File: src/rtl/smc_lite_pkg12.sv
// Shared types and default widths for the lite SMC read strobe path.
//   DEF_*      : default parameter widths for the read strobe generator
//   ALL_LANES  : lane mask used when a request asks for "all lanes" (be == 0)
//   state_e    : read access phases
package smc_lite_pkg12;

  localparam int unsigned DEF_DATA_W  = 32;
  localparam int unsigned DEF_SETUP_W = 2;
  localparam int unsigned DEF_WAIT_W  = 5;
  localparam int unsigned DEF_HOLD_W  = 2;
  localparam int unsigned DEF_LANES   = DEF_DATA_W / 8;

  localparam logic [DEF_LANES-1:0] ALL_LANES = '1;

  typedef enum logic [1:0] {
    ST_IDLE   = 2'd0,
    ST_SETUP  = 2'd1,
    ST_STROBE = 2'd2,
    ST_HOLD   = 2'd3
  } state_e;

endpackage

File: src/rtl/smc_phase_cnt12.sv
// Loadable down-counter shared by the setup, strobe and hold phases.
//   clk_i, rst_i : clock, synchronous active-high reset
//   load_i       : load load_val_i this cycle (phase entry)
//   load_val_i   : phase length minus one
//   zero_o       : registered flag, high while the count is zero (last phase cycle)
module smc_phase_cnt12 #(
  parameter int unsigned CNT_W = 5
) (
  input  logic             clk_i,
  input  logic             rst_i,
  input  logic             load_i,
  input  logic [CNT_W-1:0] load_val_i,
  output logic             zero_o
);

  logic [CNT_W-1:0] cnt_q, cnt_d;
  logic             zero_q;

  // Load wins; otherwise count down and park at zero.
  always_comb begin
    cnt_d = cnt_q;
    if (load_i) begin
      cnt_d = load_val_i;
    end else if (cnt_q != '0) begin
      cnt_d = cnt_q - CNT_W'(1);
    end
  end

  always_ff @(posedge clk_i) begin
    if (rst_i) begin
      cnt_q  <= '0;
      zero_q <= 1'b1;
    end else begin
      cnt_q  <= cnt_d;
      zero_q <= (cnt_d == '0);
    end
  end

  assign zero_o = zero_q;

endmodule

File: src/rtl/smc_rd_strobe_lite12.sv
// Read-side strobe generator and data capture for the lite static memory controller.
//   hclk12, sys_reset12     : clock, synchronous active-high reset
//   r_rd_start12/abort12    : request / terminate from the SMC state machine
//   r_setup12/wait12/hold12 : phase timing, latched at start
//   r_be12                  : byte lanes to read (0 = all)
//   data_smc12              : external data bus
//   smc_n_oe12, smc_n_rd12  : active-low output enable and per-lane read strobes
//   rd_data12, rd_valid12   : masked captured word and its one-cycle valid pulse
//   rd_busy12               : access in progress
module smc_rd_strobe_lite12
  import smc_lite_pkg12::*;
#(
  parameter int unsigned DATA_W  = DEF_DATA_W,
  parameter int unsigned SETUP_W = DEF_SETUP_W,
  parameter int unsigned WAIT_W  = DEF_WAIT_W,
  parameter int unsigned HOLD_W  = DEF_HOLD_W
) (
  input  logic                hclk12,
  input  logic                sys_reset12,
  input  logic                r_rd_start12,
  input  logic                r_rd_abort12,
  input  logic [SETUP_W-1:0]  r_setup12,
  input  logic [WAIT_W-1:0]   r_wait12,
  input  logic [HOLD_W-1:0]   r_hold12,
  input  logic [DATA_W/8-1:0] r_be12,
  input  logic [DATA_W-1:0]   data_smc12,
  output logic                smc_n_oe12,
  output logic [DATA_W/8-1:0] smc_n_rd12,
  output logic [DATA_W-1:0]   rd_data12,
  output logic                rd_valid12,
  output logic                rd_busy12
);

  localparam int unsigned LANES  = DATA_W / 8;
  localparam int unsigned CNT_W0 = (SETUP_W > WAIT_W) ? SETUP_W : WAIT_W;
  localparam int unsigned CNT_W  = (CNT_W0 > HOLD_W) ? CNT_W0 : HOLD_W;

  state_e             state_q, state_d;
  logic [SETUP_W-1:0] setup_q, setup_d;
  logic [WAIT_W-1:0]  wait_q,  wait_d;
  logic [HOLD_W-1:0]  hold_q,  hold_d;
  logic [LANES-1:0]   be_q,    be_d;
  logic               n_oe_q,  n_oe_d;
  logic [LANES-1:0]   n_rd_q,  n_rd_d;
  logic [DATA_W-1:0]  rd_data_q, rd_data_d;
  logic               rd_valid_q, rd_valid_d;
  logic               busy_q,  busy_d;

  logic               accept_c;
  logic               capture_c;
  logic               cnt_load_c;
  logic [CNT_W-1:0]   cnt_val_c;
  logic               cnt_zero;

  // A start is taken only from IDLE and never alongside an abort.
  assign accept_c = (state_q == ST_IDLE) && r_rd_start12 && !r_rd_abort12;

  // Access configuration latch; later config changes are ignored.
  always_comb begin
    setup_d = setup_q;
    wait_d  = wait_q;
    hold_d  = hold_q;
    be_d    = be_q;
    if (accept_c) begin
      setup_d = r_setup12;
      wait_d  = r_wait12;
      hold_d  = r_hold12;
      be_d    = (r_be12 == '0) ? {LANES{1'b1}} : r_be12;
    end
  end

  // Phase sequencing; each phase entry reloads the shared counter with length-1.
  always_comb begin
    state_d    = state_q;
    cnt_load_c = 1'b0;
    cnt_val_c  = '0;
    capture_c  = 1'b0;
    case (state_q)
      ST_IDLE: begin
        if (accept_c) begin
          cnt_load_c = 1'b1;
          if (setup_d != '0) begin
            state_d   = ST_SETUP;
            cnt_val_c = CNT_W'(setup_d - SETUP_W'(1));
          end else begin
            state_d   = ST_STROBE;
            cnt_val_c = CNT_W'(wait_d);
          end
        end
      end
      ST_SETUP: begin
        if (cnt_zero) begin
          state_d    = ST_STROBE;
          cnt_load_c = 1'b1;
          cnt_val_c  = CNT_W'(wait_q);
        end
      end
      ST_STROBE: begin
        if (cnt_zero) begin
          capture_c = 1'b1;
          if (hold_q != '0) begin
            state_d    = ST_HOLD;
            cnt_load_c = 1'b1;
            cnt_val_c  = CNT_W'(hold_q - HOLD_W'(1));
          end else begin
            state_d = ST_IDLE;
          end
        end
      end
      ST_HOLD: begin
        if (cnt_zero) begin
          state_d = ST_IDLE;
        end
      end
      default: state_d = ST_IDLE;
    endcase
    // Abort overrides everything, including a capture on the last strobe cycle.
    if (r_rd_abort12 && (state_q != ST_IDLE)) begin
      state_d    = ST_IDLE;
      cnt_load_c = 1'b0;
      capture_c  = 1'b0;
    end
  end

  // Pin and status values derived from the next state so the outputs stay registered.
  always_comb begin
    n_oe_d     = (state_d != ST_STROBE);
    n_rd_d     = (state_d == ST_STROBE) ? ~be_d : {LANES{1'b1}};
    busy_d     = (state_d != ST_IDLE);
    rd_valid_d = capture_c;
    rd_data_d  = rd_data_q;
    if (capture_c) begin
      for (int unsigned i = 0; i < LANES; i++) begin
        rd_data_d[8*i +: 8] = be_q[i] ? data_smc12[8*i +: 8] : 8'h00;
      end
    end
  end

  always_ff @(posedge hclk12) begin
    if (sys_reset12) begin
      state_q    <= ST_IDLE;
      setup_q    <= '0;
      wait_q     <= '0;
      hold_q     <= '0;
      be_q       <= '0;
      n_oe_q     <= 1'b1;
      n_rd_q     <= '1;
      rd_data_q  <= '0;
      rd_valid_q <= 1'b0;
      busy_q     <= 1'b0;
    end else begin
      state_q    <= state_d;
      setup_q    <= setup_d;
      wait_q     <= wait_d;
      hold_q     <= hold_d;
      be_q       <= be_d;
      n_oe_q     <= n_oe_d;
      n_rd_q     <= n_rd_d;
      rd_data_q  <= rd_data_d;
      rd_valid_q <= rd_valid_d;
      busy_q     <= busy_d;
    end
  end

  smc_phase_cnt12 #(
    .CNT_W (CNT_W)
  ) u_phase_cnt (
    .clk_i      (hclk12),
    .rst_i      (sys_reset12),
    .load_i     (cnt_load_c),
    .load_val_i (cnt_val_c),
    .zero_o     (cnt_zero)
  );

  assign smc_n_oe12 = n_oe_q;
  assign smc_n_rd12 = n_rd_q;
  assign rd_data12  = rd_data_q;
  assign rd_valid12 = rd_valid_q;
  assign rd_busy12  = busy_q;

endmodule

File: config.mk
export PLATFORM = sky130hd
export DESIGN_NAME = smc_rd_strobe_lite12
export DESIGN_NICKNAME = d
export VERILOG_FILES = /design/src/rtl/smc_lite_pkg12.sv /design/src/rtl/smc_phase_cnt12.sv /design/src/rtl/smc_rd_strobe_lite12.sv
export SDC_FILE = /design/constraint.sdc
export NUM_CORES = 1
export LEC_CHECK = 0
export CORE_MARGIN = 3
export CORE_UTILIZATION = 50
export DETAILED_ROUTE_END_ITERATION = 16
export DONT_BUFFER_PORTS = 1
export GPL_ROUTABILITY_DRIVEN = 0
export PLACE_DENSITY_LB_ADDON = 0.12
export SLEW_MARGIN = 25
export SYNTH_ARGS = -nofsm -noshare
export SYNTH_HDL_FRONTEND = slang
export SYNTH_SLANG_ARGS = --single-unit
File: constraint.sdc
create_clock -name hclk12 -period 5.5 [get_ports hclk12]
set_input_delay 0.825 -clock hclk12 [delete_from_list [all_inputs] [get_ports hclk12]]
set_output_delay 0.825 -clock hclk12 [all_outputs]
set_load 0.01 [all_outputs]
# == Word level (Yosys, flattened, before mapping) ==
# Cells that the tools add are included.
# Widths: inputs -> output; s select.
# word_totals
in_bits,49
mem_bits_rw,0
output_inout_bits,39
word_cells,67
mem_count,0
regBits,60
rom_bits,0
latchBits,0
# op_classes
bitwise,2
eq_ne,5
div_mod_pow,0
n_lt_le_gt_ge,0
n_mul,0
n_shift,0
n_addsub,3
reduce_logical,13
mux,32
# ops
operator,n
$mux 5,8
$mux 8,4
$mux 2,8
$pmux 5 s3,1
$mux 4,2
$pmux 2 s4,1
$reduce_bool 2->1,4
$mux 1,7
$eq 2x2->1 const B,3
$sub 2x1->3 const B,2
$logic_not 5->1,1
$reduce_bool 5->1,1
$sub 5x1->5 const B,1
$logic_not 4->1,1
$not 4->4,1
$logic_and 1x1->1,3
$pmux 1 s3,1
$eq 2x1->1 const B,1
$logic_not 2->1,1
$ne 2x2->1 const B,1
$reduce_or 2->1,1
$logic_not 1->1,1
$not 1->1,1

# == Depth between registers and ports, before layout ==
# depth
ltp_word,12
mapped_depth,7
ltp_nobuf,7

# == By module ==
# Synthesis repeated with hierarchy kept, for this count alone.
# hier_totals
cells_unflattened,229
hier_area_um2,2327.2
# modules_own_cells
mod,n_inst,cells_per_inst,area_per_inst_um2,seq_area_each_um2
smc_rd_strobe_lite12,1,185,1956.9,1041.0
smc_phase_cnt12,1,44,370.4,120.1

# == Least setup slack after synthesis ==
# No wires, ideal clock.
# synth_path
path_kind,input to register
startpoint,in r_rd_abort12
endpoint,reg u_phase_cnt.zero_q (netlist: u_phase_cnt.zero_o)
setup_ps,114
arrival_time_ps,2181
cell_stages,5
setup_slack_ps,3205
n_path_buf,1
required_time_ps,5386
cell_sequence,or4b_1 -> buf_2 -> or3_1 -> a32o_1 -> a21o_1
# synth_via
elab_chain_cells,9
# synth_rtl
element,line,source
start: declaration,smc_rd_strobe_lite12.sv:21,"input logic r_rd_abort12,"
$logic_not 1->1,smc_rd_strobe_lite12.sv:56,assign accept_c = (state_q == ST_IDLE) && r_rd_start12 && !r_rd_abort12;
$logic_and 1x1->1,smc_rd_strobe_lite12.sv:56,
$mux 2,smc_rd_strobe_lite12.sv:64,if (accept_c) begin
$sub 2x1->3 or $reduce_bool 2->1 (tied branches),"smc_rd_strobe_lite12.sv:84, smc_rd_strobe_lite12.sv:82",
$mux 5,smc_rd_strobe_lite12.sv:82,if (setup_d != '0) begin
$mux 5,smc_rd_strobe_lite12.sv:80,if (accept_c) begin
$pmux 5 s3,smc_rd_strobe_lite12.sv:78,case (state_q)
$mux 5 *,smc_phase_cnt12.sv:22,if (load_i) begin
$logic_not 5->1 *,smc_phase_cnt12.sv:35,zero_q <= (cnt_d == '0);
end signal: assignment,smc_phase_cnt12.sv:35,
end: declaration,smc_phase_cnt12.sv:17,logic zero_q;
# Every way passes the cells marked *; elsewhere a longest branch is shown, timed or not.
# A chain may end at the register's enable or synchronous reset.

# == Worst setup path after layout ==
# layout_path
startpoint,reg state_q[1]
endpoint,reg u_phase_cnt.zero_q (netlist: u_phase_cnt.zero_o)
# layout_via
elab_chain_cells,10
# layout_rtl
element,line,source
start: declaration,smc_rd_strobe_lite12.sv:38,"state_e state_q, state_d;"
start signal: assignment,smc_rd_strobe_lite12.sv:152,state_q <= state_d;
$logic_not 2->1,"smc_rd_strobe_lite12.sv:56, smc_rd_strobe_lite12.sv:78",
$logic_and 1x1->1 (2 in series),smc_rd_strobe_lite12.sv:56,
$mux 2,smc_rd_strobe_lite12.sv:64,
$sub 2x1->3 or $reduce_bool 2->1 (tied branches),"smc_rd_strobe_lite12.sv:84, smc_rd_strobe_lite12.sv:82",
$mux 5,smc_rd_strobe_lite12.sv:82,
$mux 5,smc_rd_strobe_lite12.sv:80,
$pmux 5 s3,smc_rd_strobe_lite12.sv:78,
$mux 5 *,smc_phase_cnt12.sv:22,
$logic_not 5->1 *,smc_phase_cnt12.sv:35,
# Marks and branches as above.

==> results.md <==
- Outcome: complete, no violations
- Slowest stage cell, crit path: or4b_1
- WHS Endpoint: wait_q[0]$_SDFF_PP0_
- DR pass1 iterations: 4
- Synth Area in XOR/XNOR: 0.00396
- Max-slew violation count: 0
- Hold Crit Class: flop to flop
- GRT Total Usage: 0.196
- CP startpoint kind: flop
- Slew headroom: 0.520
- Most frequent cells in the layout: 58 x dfxtp_1, 32 x nand2_1, 32 x a22o_1, 13 x a21oi_1, 12 x o21ai_0
- Syn Area/Cell: 9.67 um2
- WL/cell: 17.7 um
- Largest family of logic cells by synthesized area: compound AO/OA/AOI/OAI gates
- Worst path required time: 5.73 ns
- P_int: 0.865 mW
- Adder-Cell Fraction of Synth Area: 0.00565
- Overall power: 1.13 mW
- Max clock buf depth: 2
- Clk sinks: 58
- H-Tree Depth: 3
- Hold_buf cts: 0
- Die Height: 72.5 um
- First-pass GRT wire length: 7960 um
- Final setup violation count: 0
- Final Instance Area: 2510 um2
- Core Area: 4140 um2
- Worst-path fanout max: 15
- Seq/Total Area, Yosys: 0.525
- Final antenna-violating net count: 0
- HP Start: wait_q[0]$_SDFF_PP0_
- CP peak stage delay: 0.82 ns
- Yosys Warn Count: 0
- R2r setup slk: 3.15 ns
- Lkg Pwr: 0.966 nW
- Final hold vios: 0
- Share of total power in combinational logic: 0.122
- Fin Setup TNS: 0 ns
- DR vias: 1743
- Placed Instances: 266
- Final min period: 2.35 ns
- Worst R2R Path Depth: 5
- CTS tree: built
- CTS resizes: 0
- Max VDD drop: 0.257 mV
- Post-layout util: 0.605
- DRT iter0 DRCs: 53
- Nets: 277
- Max_cap viols: 0
- Power density cells: 450 nW/um2
- IO buf count: 0
- Clock Tree Root: clkbuf_8
- Clock Power Share: 0.461
- Mux contribution to synthesized area: 0.00509
- Worst Path Arrival: 2.58 ns
- Area of placed instances: 2240 um2
- Highest Clock Rate: 425 MHz
- Critical R2R Capture: u_phase_cnt.zero_o$_SDFF_PP1_
- Vias in the first global route: 1710
- Die area: 5260 um2
- Crit end category: flop
- Via/cell ratio: 6.18
- Post-synthesis instance total: 229
- Net Sw Power: 0.262 mW
- Area grow syn2layout: 13.2%
- Initial antenna violation count: 0
- Synth unique cells: 36
- WHS Path Cells: 2
- Largest net degree at the start of global routing: 33
- IO Pins: 88
- Layout cells sized above 1: 0.103
- Inserted Diodes: 0
- Width of the die: 72.5 um
- Hold slack: 0.450 ns
- RSZ-0062 raised after global routing: no
- Post-Place Worst Slack: 2.89 ns
- FF-to-FF Start: state_q[1]$_SDFF_PP0_
- Synthesized flop and latch total: 58
- Fillers: 392
- Multi-input logic area: 990 um2
- Post-Layout Cell Count: 282
- Cell chain of the critical path: or4b_1 > nor3_1 > a221oi_1 > a32o_1 > a21o_1
- FF+latch area: 1160 um2
- Total grt overflow: 0
- Initial Util: 0.534
- Remaining routing DRC violations: 0
- Final wirelength: 4980 um
- Final HPWL DP: 3550 um
- Setup CP Type: flop to flop
- Commonest non-fill, non-tap cell in the layout: dfxtp_1
- Number of CTS-inserted buffers: 9
- Worst-margin pin slew: 0.720 ns
- Rows: 23
- Clock skew: 0.00488 ns
- Clk_lat worst skew: 0.33 ns
- Synth Area in Compound Gates: 0.262
- Share of power burned in registers: 0.417
- Synth Area in Simple Gates: 0.166
- Clock slew at reported path FFs: 0.06 ns
- Switching part of the total: 0.232
- Syn_nets: 279
- Final worst slack: 3.15 ns
- Post-CTS Setup Bufs: 0
- Synthesized area: 2210 um2
- Final worst path period share: 0.428
-- Yosys cell counts, drive strengths merged --
cell	n	area [um2]
xor2	1	8.76
or2	1	6.26
a221oi	4	35.0
a21bo	1	10.0
or3	2	12.5
ha	1	12.5
o21ai	12	60.1
o21a	1	7.51
mux2	1	11.3
buf	4	20.0
and3b	2	17.5
o22ai	1	6.26
a22o	32	280
o21ba	1	10.0
nand2	32	120
and2	5	31.3
nand2b	3	18.8
clkbuf	11	41.3
a21oi	14	70.1
a21o	1	7.51
o211ai	1	7.51
nor3	7	35.0
nor2b	6	37.5
a311oi	2	17.5
a31oi	1	6.26
dfxtp	58	1160
a211oi	3	22.5
a221o	1	10.0
o32a	1	10.0
nor4bb	2	20.0
a32o	2	20.0
nor4b	2	23.8
nor2	9	33.8
or4b	1	10.0
inv	3	11.3
-- cells by family (layout without fill, tap and decap cells) --
| group | Yosys count | in the layout |
|---|---|---|
| simple gates | 72 | 72 |
| buf+inv | 18 | 21 |
| mux | 1 | 1 |
| flops | 58 | 58 |
| xor+xnor | 1 | 1 |
| compound gates | 78 | 78 |
| fa+ha+maj | 1 | 1 |
-- sequential cells by signal, indices dropped and copies added, names as in the netlist --
signal              cells
rd_data12              32
u_phase_cnt.cnt_q       5
wait_q                  5
be_q                    4
smc_n_rd12              4
hold_q                  2
state_q                 2
rd_busy12               1
rd_valid12              1
smc_n_oe12              1
u_phase_cnt.zero_o      1
-- power groups by stage --
stage          clock, mW  combinational (mW)  sequential [mW]
4_1_cts            0.528               0.138            0.469
2_1_floorplan          0               0.119            0.469
5_1_grt            0.552               0.159            0.473
6_report           0.519               0.138            0.469
3_3_place_gp           0               0.133            0.477
3_5_place_dp           0               0.137            0.478
-- per-layer routing --
| layer | wire (um) | track usage | share of wire | vias up |
|---|---|---|---|---|
| met2 | 2440 | 0.324 | 0.49 | 78 |
| met5 | 0 | 0 | 0 | - |
| li1 | - | - | - | 836 |
| met1 | 2020 | 0.221 | 0.41 | 819 |
| met4 | 80 | 0.0902 | 0.016 | 0 |
| met3 | 434 | 0.0776 | 0.087 | 10 |
-- critical path: cells and delay by family, from the launching register on --
family | cells | cell delay [ns]
AO/OA/AOI/OAI | 3 | 0.61
AND/OR/NAND/NOR | 2 | 1.21
flip-flops | 1 | 0.43
-- area by class of cell --
class	count	area share
Sequential cell	58	0.463
Multi-Input combinational cell	153	0.395
Clock buffer	11	0.0564
Clock inverter	5	0.0499
Tap cell	50	0.0250
Timing Repair Buffer	2	0.00599
Inverter	3	0.00449
-- worst max path at each step --
stage | start | to | slack (ns) | depth (start not counted)
2_1_floorplan | r_rd_abort12 | u_phase_cnt.zero_o$_SDFF_PP1_ | 3.20 | 5
3_3_place_gp | r_rd_start12 | u_phase_cnt.zero_o$_SDFF_PP1_ | 2.74 | 6
3_5_place_dp | r_rd_abort12 | u_phase_cnt.zero_o$_SDFF_PP1_ | 2.89 | 5
4_1_cts | state_q[1]$_SDFF_PP0_ | u_phase_cnt.zero_o$_SDFF_PP1_ | 3.20 | 5
5_1_grt | state_q[1]$_SDFF_PP0_ | u_phase_cnt.zero_o$_SDFF_PP1_ | 3.05 | 5
6_report | state_q[1]$_SDFF_PP0_ | u_phase_cnt.zero_o$_SDFF_PP1_ | 3.15 | 5
(Power assumes the default switching activity.)
